### config.mk
export PLATFORM = sky130hd
export DESIGN_NAME = bcd_to_bin_seq
export DESIGN_NICKNAME = d
export VERILOG_FILES = /design/src/rtl/bcd_to_bin_seq.sv
export SDC_FILE = /design/constraint.sdc
export NUM_CORES = 1
export LEC_CHECK = 0
export CAP_MARGIN = 40
export CORE_MARGIN = 5
export CORE_UTILIZATION = 40
export DETAILED_ROUTE_END_ITERATION = 10
export GPL_ROUTABILITY_DRIVEN = 1
export HOLD_SLACK_MARGIN = 0.05
export SLEW_MARGIN = 20
export SYNTH_ARGS = -nofsm -noshare
export SYNTH_HDL_FRONTEND = slang
export SYNTH_SLANG_ARGS = --single-unit
### constraint.sdc
create_clock -name clk -period 3.2 [get_ports clk]
set_input_delay 0.32 -clock clk [delete_from_list [all_inputs] [get_ports clk]]
set_output_delay 0.32 -clock clk [all_outputs]
set_load 0.01 [all_outputs]
### src/rtl/bcd_to_bin_seq.sv
// Sequential BCD-to-binary converter using reverse double-dabble.
// Each iteration shifts {bcd_r,bin_r} right by one bit. It then subtracts 3 from
// every BCD digit that reached 8 or more. After BW iterations bin_r holds the
// binary value. Digits above 9 are rejected at once with err=1.
module bcd_to_bin_seq #(
   parameter  int NDIGITS = 4,
   localparam int BW      = $clog2(10**NDIGITS)
) (
   input  logic                   clk,
   input  logic                   rst_n,
   input  logic                   start,
   input  logic [4*NDIGITS-1:0]   bcd_in,
   output logic [BW-1:0]          b,
   output logic                   busy,
   output logic                   done,
   output logic                   err
);

   localparam int DW = 4 * NDIGITS;
   localparam int CW = $clog2(BW + 1);

   typedef enum logic [1:0] {IDLE, CONV, DONE} state_t;

   state_t          state, state_n;
   logic [DW-1:0]   bcd_r;
   logic [BW-1:0]   bin_r;
   logic [CW-1:0]   count;

   logic [DW+BW-1:0] shifted;
   logic [DW-1:0]    bcd_nx;
   logic [BW-1:0]    bin_nx;
   logic             accept;
   logic             bad;
   logic             last;

   // True when any packed digit is outside 0..9.
   function automatic logic has_bad_digit(input logic [DW-1:0] d);
      logic r;
      r = 1'b0;
      for (int i = 0; i < NDIGITS; i++) begin
         if (d[4*i +: 4] > 4'd9) r = 1'b1;
      end
      return r;
   endfunction

   // Undo the add-3 step of double-dabble: every digit >= 8 loses 3 (mod 16).
   function automatic logic [DW-1:0] sub3_adjust(input logic [DW-1:0] d);
      logic [DW-1:0] r;
      r = d;
      for (int i = 0; i < NDIGITS; i++) begin
         if (d[4*i +: 4] >= 4'd8) r[4*i +: 4] = d[4*i +: 4] - 4'd3;
      end
      return r;
   endfunction

   // Next-state logic and the combinational part of one conversion iteration.
   always_comb begin
      state_n = state;
      shifted = {bcd_r, bin_r} >> 1;
      bcd_nx  = sub3_adjust(shifted[DW+BW-1:BW]);
      bin_nx  = shifted[BW-1:0];
      accept  = start && (state != CONV);
      bad     = has_bad_digit(bcd_in);
      last    = (count == CW'(BW - 1));
      case (state)
         IDLE, DONE: begin
            if (accept) state_n = bad ? DONE : CONV;
            else        state_n = IDLE;
         end
         CONV: begin
            if (last) state_n = DONE;
         end
         default: state_n = IDLE;
      endcase
   end

   // State register; reset aborts any conversion in progress.
   always_ff @(posedge clk) begin
      if (!rst_n) state <= IDLE;
      else        state <= state_n;
   end

   // Registered outputs, iteration counter and result capture.
   always_ff @(posedge clk) begin
      if (!rst_n) begin
         b     <= '0;
         err   <= 1'b0;
         busy  <= 1'b0;
         done  <= 1'b0;
         count <= '0;
      end else begin
         busy <= (state_n == CONV);
         done <= (state_n == DONE);
         if (accept && bad) begin
            b   <= '0;
            err <= 1'b1;
         end else if (accept) begin
            count <= '0;
         end else if (state == CONV) begin
            count <= count + CW'(1);
            if (last) begin
               b   <= bin_nx;
               err <= 1'b0;
            end
         end
      end
   end

   // Shift registers holding the digits being consumed and the growing binary value.
   always_ff @(posedge clk) begin
      if (accept) begin
         bcd_r <= bcd_in;
         bin_r <= '0;
      end else if (state == CONV) begin
         bcd_r <= bcd_nx;
         bin_r <= bin_nx;
      end
   end

   // All BCD weight must have migrated into bin_r by the final iteration.
   bcd_drained: assert property (@(posedge clk) disable iff (!rst_n)
      (state == CONV && last) |-> (bcd_nx == '0));

endmodule

==> key figures, run 1 <==
Global routing
  – First-pass GRT wire length: 7.334 mm
  – GRT Resource Usage Total: 12.53%
  – Pin count of the biggest net entering global routing: 26
  – Number of global-route vias before repair: 1608
  – Grt total ovfl: 0
  – Antenna violations before repair: 0

Layout
  – Number of diodes: 0
  – Final #Nets: 309
  – Commonest non-fill, non-tap cells in the layout: 75 x nand2_1, 36 x dfxtp_1, 35 x clkdlybuf4s50_1
  – Synthesis-to-layout area growth: 21.27%
  – Commonest non-fill, non-tap cell in the layout: nand2_1
  – Non-Filler Instances: 355
  – Share of cells above drive strength 1: 6.360%

Yosys
  – Synth top area share: 31.98%
  – Area leader, netlist: dfxtp_1
  – Ys Warns: 0
  – Ranking of synthesized cells by area: dfxtp_1 32%, edfxtp_1 21%, nand2_1 12%, a21oi_1 4.7%, ha_1 4.4%
  – Post-Syn Instances: 248
  – Sequential cell area fraction in the yosys report: 53.30%
  – Synth Register Bits: 52
  – Syn nets: 275
  – Post-Syn Area: 2253 um^2
  – Syn avg cell area: 9.086 um^2
  – Yosys cell types: 34

Clocking
  – CTS clk-pin slew, worst paths: 0.10 ns
  – Buffer count from post-CTS setup fixing: 0
  – Clock Sinks: 52
  – Num CTS Buffers: 5
  – TritonCTS clock tree: built
  – H-tree Lvls: 2
  – CTS max path bufs: 2
  – Worst-Skew Late Latency: 0.31 ns
  – CTS Hold Buffers Added: 0
  – Root buffer cell: clkbuf_8
  – Cts repair resizes: 0

Worst setup path
  – Critical path class: flip-flop to flip-flop
  – Crit path capture type: flip-flop
  – WP data required: 3.43 ns
  – Critical-path maximum fanout: 17
  – CP startpoint kind: flip-flop
  – Worst path arrival time: 1.98 ns

STA
  – Final Max Slew Viols: 0
  – Max Fclk: 572.1 MHz
  – Max-slew headroom: 54.10%
  – Worst slew pin tran: 0.6869 ns
  – Tmin final: 1.748 ns
  – Fin Setup TNS: 0 ns
  – Final period util: 54.62%
  – Clk_skew: 0.008550 ns
  – Hold Fails Final Rpt: 0
  – RSZ-0062 raised after global routing: false
  – Setup Viol. Count Final: 0

Outcome
  – Outcome: finished clean

Power and ir drop
  – Switch share: 24.89%
  – Combinational power share: 11.3%
  – Max VDD drop: 0.2065 mV
  – Cell leakage power: 0.001052 uW
  – P_int: 941.6 uW
  – Clock share of power: 29.4%
  – Sw Pwr: 312.0 uW
  – Sequential power share: 59.3%
  – Tot Pwr: 1254 uW
  – Pwr dens: 458.8 nW/um^2

Drt
  – Iter 0 DRT Violations: 97
  – DR vias/cell: 4.854
  – Post-detailed-route wirelength per cell: 12.04 um
  – Top sig layer: met4
  – Vias: 1723
  – Metal-1 WL: 2.002 mm
  – ANT nets after route: 0
  – Met3 routed WL: 212 um
  – Met2 routed WL: 2.015 mm
  – Detailed Route WL: 4.275 mm
  – Remaining DRCs: 0
  – Detailed Routing Iterations Pass 1: 4

Floorplanning
  – Initial core utilization: 40.92%
  – Full die area: 7234 um^2
  – FP Rows: 27
  – Core area: 5507 um^2
  – Die W: 85.06 um
  – Die H: 85.06 um
  – Io pins: 36

Hold path
  – Hold crit path type: flip-flop to flip-flop

Placement
  – Detailed-placement wirelength estimate: 3.061 mm
  – Port Buffers: 35
  – Placed Cells: 346
  – Global placement routability congestion: 0.7464

Run
  – Max-cap violations: 0
## cell families (layout without fill, tap and decap cells)
family	count (synthesis)	in the layout	share of synthesized area (%)
buffers and inverters	21	56	5.164
XOR/XNOR	7	7	2.721
AND/OR/NAND/NOR	113	113	21.82
AO/OA/AOI/OAI	44	44	11.22
multiplexers	3	3	1.333
flip-flops	52	52	53.30
adder cells (fa/ha/maj)	8	8	4.442
## cell usage after synthesis
library cell and number:
a211oi_2 1, a21oi_1 21, a22o_1 3, a22oi_1 1, a31oi_1 1, and3_1 1
and4_1 1, buf_1 1, buf_2 6, buf_4 2, buf_6 3, dfxtp_1 36
edfxtp_1 16, ha_1 8, inv_1 7, inv_2 2, mux2i_1 3, nand2_1 75
nand2b_1 1, nand3_1 16, nand3b_1 2, nand4_1 2, nor2_1 5, nor2_2 2
nor2b_1 4, o211ai_1 1, o21ai_0 3, o21ai_1 11, o21ai_2 1, o32ai_1 1
or2_1 1, or3_1 3, xnor2_1 6, xor2_1 1
## routing by layer
metal | track usage [%] | up-vias
li1 | - | 900
met1 | 16.03 | 788
met2 | 20.13 | 28
met3 | 4.078 | 7
met4 | 3.741 | 0
met5 | 0 | -
## power groups by stage
| stage | Combinational, uW | Sequential (uW) | Clock (uW) |
|---|---|---|---|
| after floorplan | 94.7 | 752 | 0 |
| after global placement | 140 | 757 | 0 |
| after detailed placement | 143 | 759 | 0 |
| after CTS | 143 | 744 | 382 |
| after global routing | 164 | 747 | 413 |
| final | 142 | 743 | 369 |
## stage by stage
step	worst slack (ns)	cell area, um^2	hold WS (ns)	utilization, %
2_1_floorplan	1.642	2253	0.4315	-
3_3_place_gp	0.9474	2634	0.4447	47.83
3_5_place_dp	0.9027	2634	0.4446	47.83
4_1_cts	1.241	2721	0.4594	49.42
5_1_grt	1.220	2733	0.4804	49.63
6_report	1.452	2733	0.4545	49.63
## area by class of cell
type / instances / area, um^2
Sequential cell: 52 / 1201
Inverter: 9 / 33.78
Timing Repair Buffer: 39 / 384.1
Clock buffer: 5 / 68.82
Clock inverter: 3 / 18.77
Multi-Input combinational cell: 175 / 935.9
Fill cell: 545 / 2774
Tap cell: 72 / 90.09
## final timing paths
kind	cells past startpoint	start	slack (ns)	endpoint
max reg2reg	5	state[1]	1.45	b[9]
min	2	bin_r[11]	0.45	bin_r[10]
max	5	state[1]	1.45	b[9]
min reg2reg	2	bin_r[11]	0.45	bin_r[10]
## sequential cells by signal, indices dropped and copies added, names as in the netlist
register,flops
bin_r,13
b,14
bcd_r,16
done,1
state,2
err,1
busy,1
count,4
## worst max-delay path: stages, from the launching register on
cell	delay (ns)
dfxtp_1	0.34
nand2b_1	0.26
buf_4	0.26
or2_1	0.54
nand2_1	0.11
a21oi_1	0.17
(Power assumes the default switching activity.)
==> run 2, diff against run 1 <==
clock period = 1.7 ns   (was 3.2 ns; I/O delays follow)
==> run 2 against run 1 <==
Clock-buffer cell count did not move. Design area increased by 2.9%. Critical path type unchanged. Worst setup slack worse by 1.2 ns. Largest cell class unchanged. Die area did not move. Worst hold slack lost 0.0065 ns. Critical path depth grew 1. Highest routed layer unchanged.
==> key figures, run 2 (synthesis gave the netlist of run 1 again) <==
Worst setup path
  – Crit path capture type: flip-flop (unchanged)
  – Worst path arrival time: 1.65 ns (was 1.98 ns)
  – CP startpoint kind: flip-flop (unchanged)
  – Reg2reg setup slack: 0.22 ns (was 1.45 ns)
  – Critical path class: flip-flop to flip-flop (unchanged)
  – Critical-path maximum fanout: 13 (was 17)
  – WP data required: 1.87 ns (was 3.43 ns)

Clocking
  – Worst-Skew Late Latency: 0.31 ns (about the same)
  – CTS max path bufs: 2 (unchanged)
  – Buffer count from post-CTS setup fixing: 0 (unchanged)
  – CTS clk-pin slew, worst paths: 0.11 ns (was 0.10 ns)
  – Num CTS Buffers: 5 (unchanged)
  – H-tree Lvls: 2 (unchanged)
  – CTS Hold Buffers Added: 0 (unchanged)
  – Clock Sinks: 52 (unchanged)
  – TritonCTS clock tree: built (unchanged)
  – Root buffer cell: clkbuf_8 (unchanged)
  – Cts repair resizes: 0 (unchanged)

Layout
  – Biggest register: bcd_r (unchanged)
  – Area of the multi-input gates: 935.9 um^2 (unchanged)
  – Final core utilization: 51.08% (was 49.63%)
  – Commonest non-fill, non-tap cells in the layout: 75 x nand2_1, 36 x dfxtp_1, 35 x clkdlybuf4s50_1 (unchanged)
  – Post-route cell area: 2813 um^2 (was 2733 um^2)
  – Layout fillers: 528 (was 545)
  – Number of diodes: 0 (unchanged)
  – Max FFs per register: 16 (unchanged)
  – Synthesis-to-layout area growth: 24.82% (was 21.27%)
  – Register area: 1201 um^2 (unchanged)
  – Regs by FF count: bcd_r: 16 flops, b: 14 flops, bin_r: 13 flops (unchanged)
  – Commonest non-fill, non-tap cell in the layout: nand2_1 (unchanged)
  – Final #Nets: 316 (was 309)
  – Share of cells above drive strength 1: 8.621% (was 6.360%)

Power and ir drop
  – Sw Pwr: 614.3 uW (was 312.0 uW)
  – Max VDD drop: 0.3738 mV (was 0.2065 mV)
  – Cell leakage power: 0.001090 uW (was 0.001052 uW)
  – P_int: 1800 uW (was 941.6 uW)
  – Combinational power share: 12.0% (was 11.3%)
  – Pwr dens: 858.4 nW/um^2 (was 458.8 nW/um^2)
  – Clock share of power: 30.2% (was 29.4%)
  – Sequential power share: 57.8% (was 59.3%)
  – Switch share: 25.44% (was 24.89%)
  – Tot Pwr: 2414 uW (was 1254 uW)

Placement
  – Dpl cell area: 2719 um^2 (was 2634 um^2)
  – Detailed-placement wirelength estimate: 3.087 mm (was 3.061 mm)
  – Global placement routability congestion: 0.7184 (was 0.7464)
  – Port Buffers: 35 (unchanged)

Drt
  – Remaining DRCs: 0 (unchanged)
  – ANT nets after route: 0 (unchanged)
  – Detailed Route WL: 4.338 mm (was 4.275 mm)
  – DR vias/cell: 4.823 (was 4.854)
  – Post-detailed-route wirelength per cell: 11.98 um (was 12.04 um)
  – Detailed Routing Iterations Pass 1: 4 (unchanged)
  – Iter 0 DRT Violations: 73 (was 97)
  – Vias: 1746 (was 1723)

STA
  – Hold Fails Final Rpt: 0 (unchanged)
  – Clk_skew: 0.01125 ns (was 0.008550 ns)
  – Worst slew pin tran: 0.5797 ns (was 0.6869 ns)
  – Final period util: 87.01% (was 54.62%)
  – Max Fclk: 676.1 MHz (was 572.1 MHz)
  – RSZ-0062 raised after global routing: false (unchanged)
  – Setup Viol. Count Final: 0 (unchanged)
  – Fin Setup TNS: 0 ns (unchanged)
  – Max-slew headroom: 61.35% (was 54.10%)
  – Final hold slack: 0.4480 ns (was 0.4545 ns)
  – Tmin final: 1.479 ns (was 1.748 ns)
  – Final Max Slew Viols: 0 (unchanged)

Hold path
  – Hold crit path type: flip-flop to flip-flop (unchanged)

Global routing
  – Number of global-route vias before repair: 1649 (was 1608)
  – First-pass GRT wire length: 7.452 mm (was 7.334 mm)
  – Pin count of the biggest net entering global routing: 28 (was 26)
  – Antenna violations before repair: 0 (unchanged)
  – Grt total ovfl: 0 (unchanged)
  – GRT Resource Usage Total: 12.66% (was 12.53%)

Floorplanning
  – Die W: 85.06 um (unchanged)
  – Io pins: 36 (unchanged)
  – Die H: 85.06 um (unchanged)
  – Full die area: 7234 um^2 (unchanged)
  – FP Rows: 27 (unchanged)
  – Core area: 5507 um^2 (unchanged)
  – Initial core utilization: 40.92% (unchanged)

Run
  – Max-cap violations: 0 (unchanged)

Outcome
  – Outcome: finished clean (unchanged)
[run 2: cell count changes in the layout (fill, tap and decap cells not counted), sizes merged]
cell / delta
clkinv: -3
clkinvlp: +1
inv: +2
buf: +7
[run 2: final cells by class]
class | instances | area share, %
Clock buffer | 5 | 2.447
Clock inverter | 3 | 0.8897
Inverter | 9 | 1.201
Multi-Input combinational cell | 175 | 33.27
Sequential cell | 52 | 42.70
Tap cell | 72 | 3.203
Timing Repair Buffer | 46 | 16.28
[run 2: path summary, 6_finish.rpt]
kind                  start         to  depth (start not counted)
setup / recovery   count[0]      b[11]                          6
hold / removal    bin_r[11]  bin_r[10]                          2
setup reg to reg   count[0]      b[11]                          6
hold reg to reg   bin_r[11]  bin_r[10]                          2
[run 2: power groups by stage]
stage	combinational (uW)	sequential (uW)	clock (uW)
floorplan	178	1420	0
global placement	290	1420	0
detailed placement	294	1420	0
CTS	296	1400	756
global route	331	1410	817
finish	290	1400	729
[run 2: layer usage]
| layer | wire (um) | share of wire [%] | GRT usage (%) |
|---|---|---|---|
| met2 | 1905 | 44 | 19.28 |
| met3 | 200 | 4.6 | 3.689 |
| met1 | 2155 | 50 | 16.88 |
| met5 | 0 | 0 | 0 |
| met4 | 76 | 1.8 | 5.036 |
[run 2: worst max-delay path, stage by stage, from the launching register on]
cell and delay, ns:
dfxtp_1 0.41, ha_1 0.16, nand3_1 0.12, or2_1 0.30
buf_4 0.21, nand2_1 0.07, a21oi_1 0.06
[run 2: through the flow]
stage	worst slack, ns	instances
finish	0.2209	362
global route	0.06287	362
CTS	0.2205	362
detailed placement	-0.08154	354
global placement	-0.02927	354
floorplan	0.1424	248
==> run 3, diff against run 2 <==
CTS_CLUSTER_DIAMETER = 60   (was default)
==> results of run 3 <==
No change in the layout: final DEF, timing and power equal those of run 2.
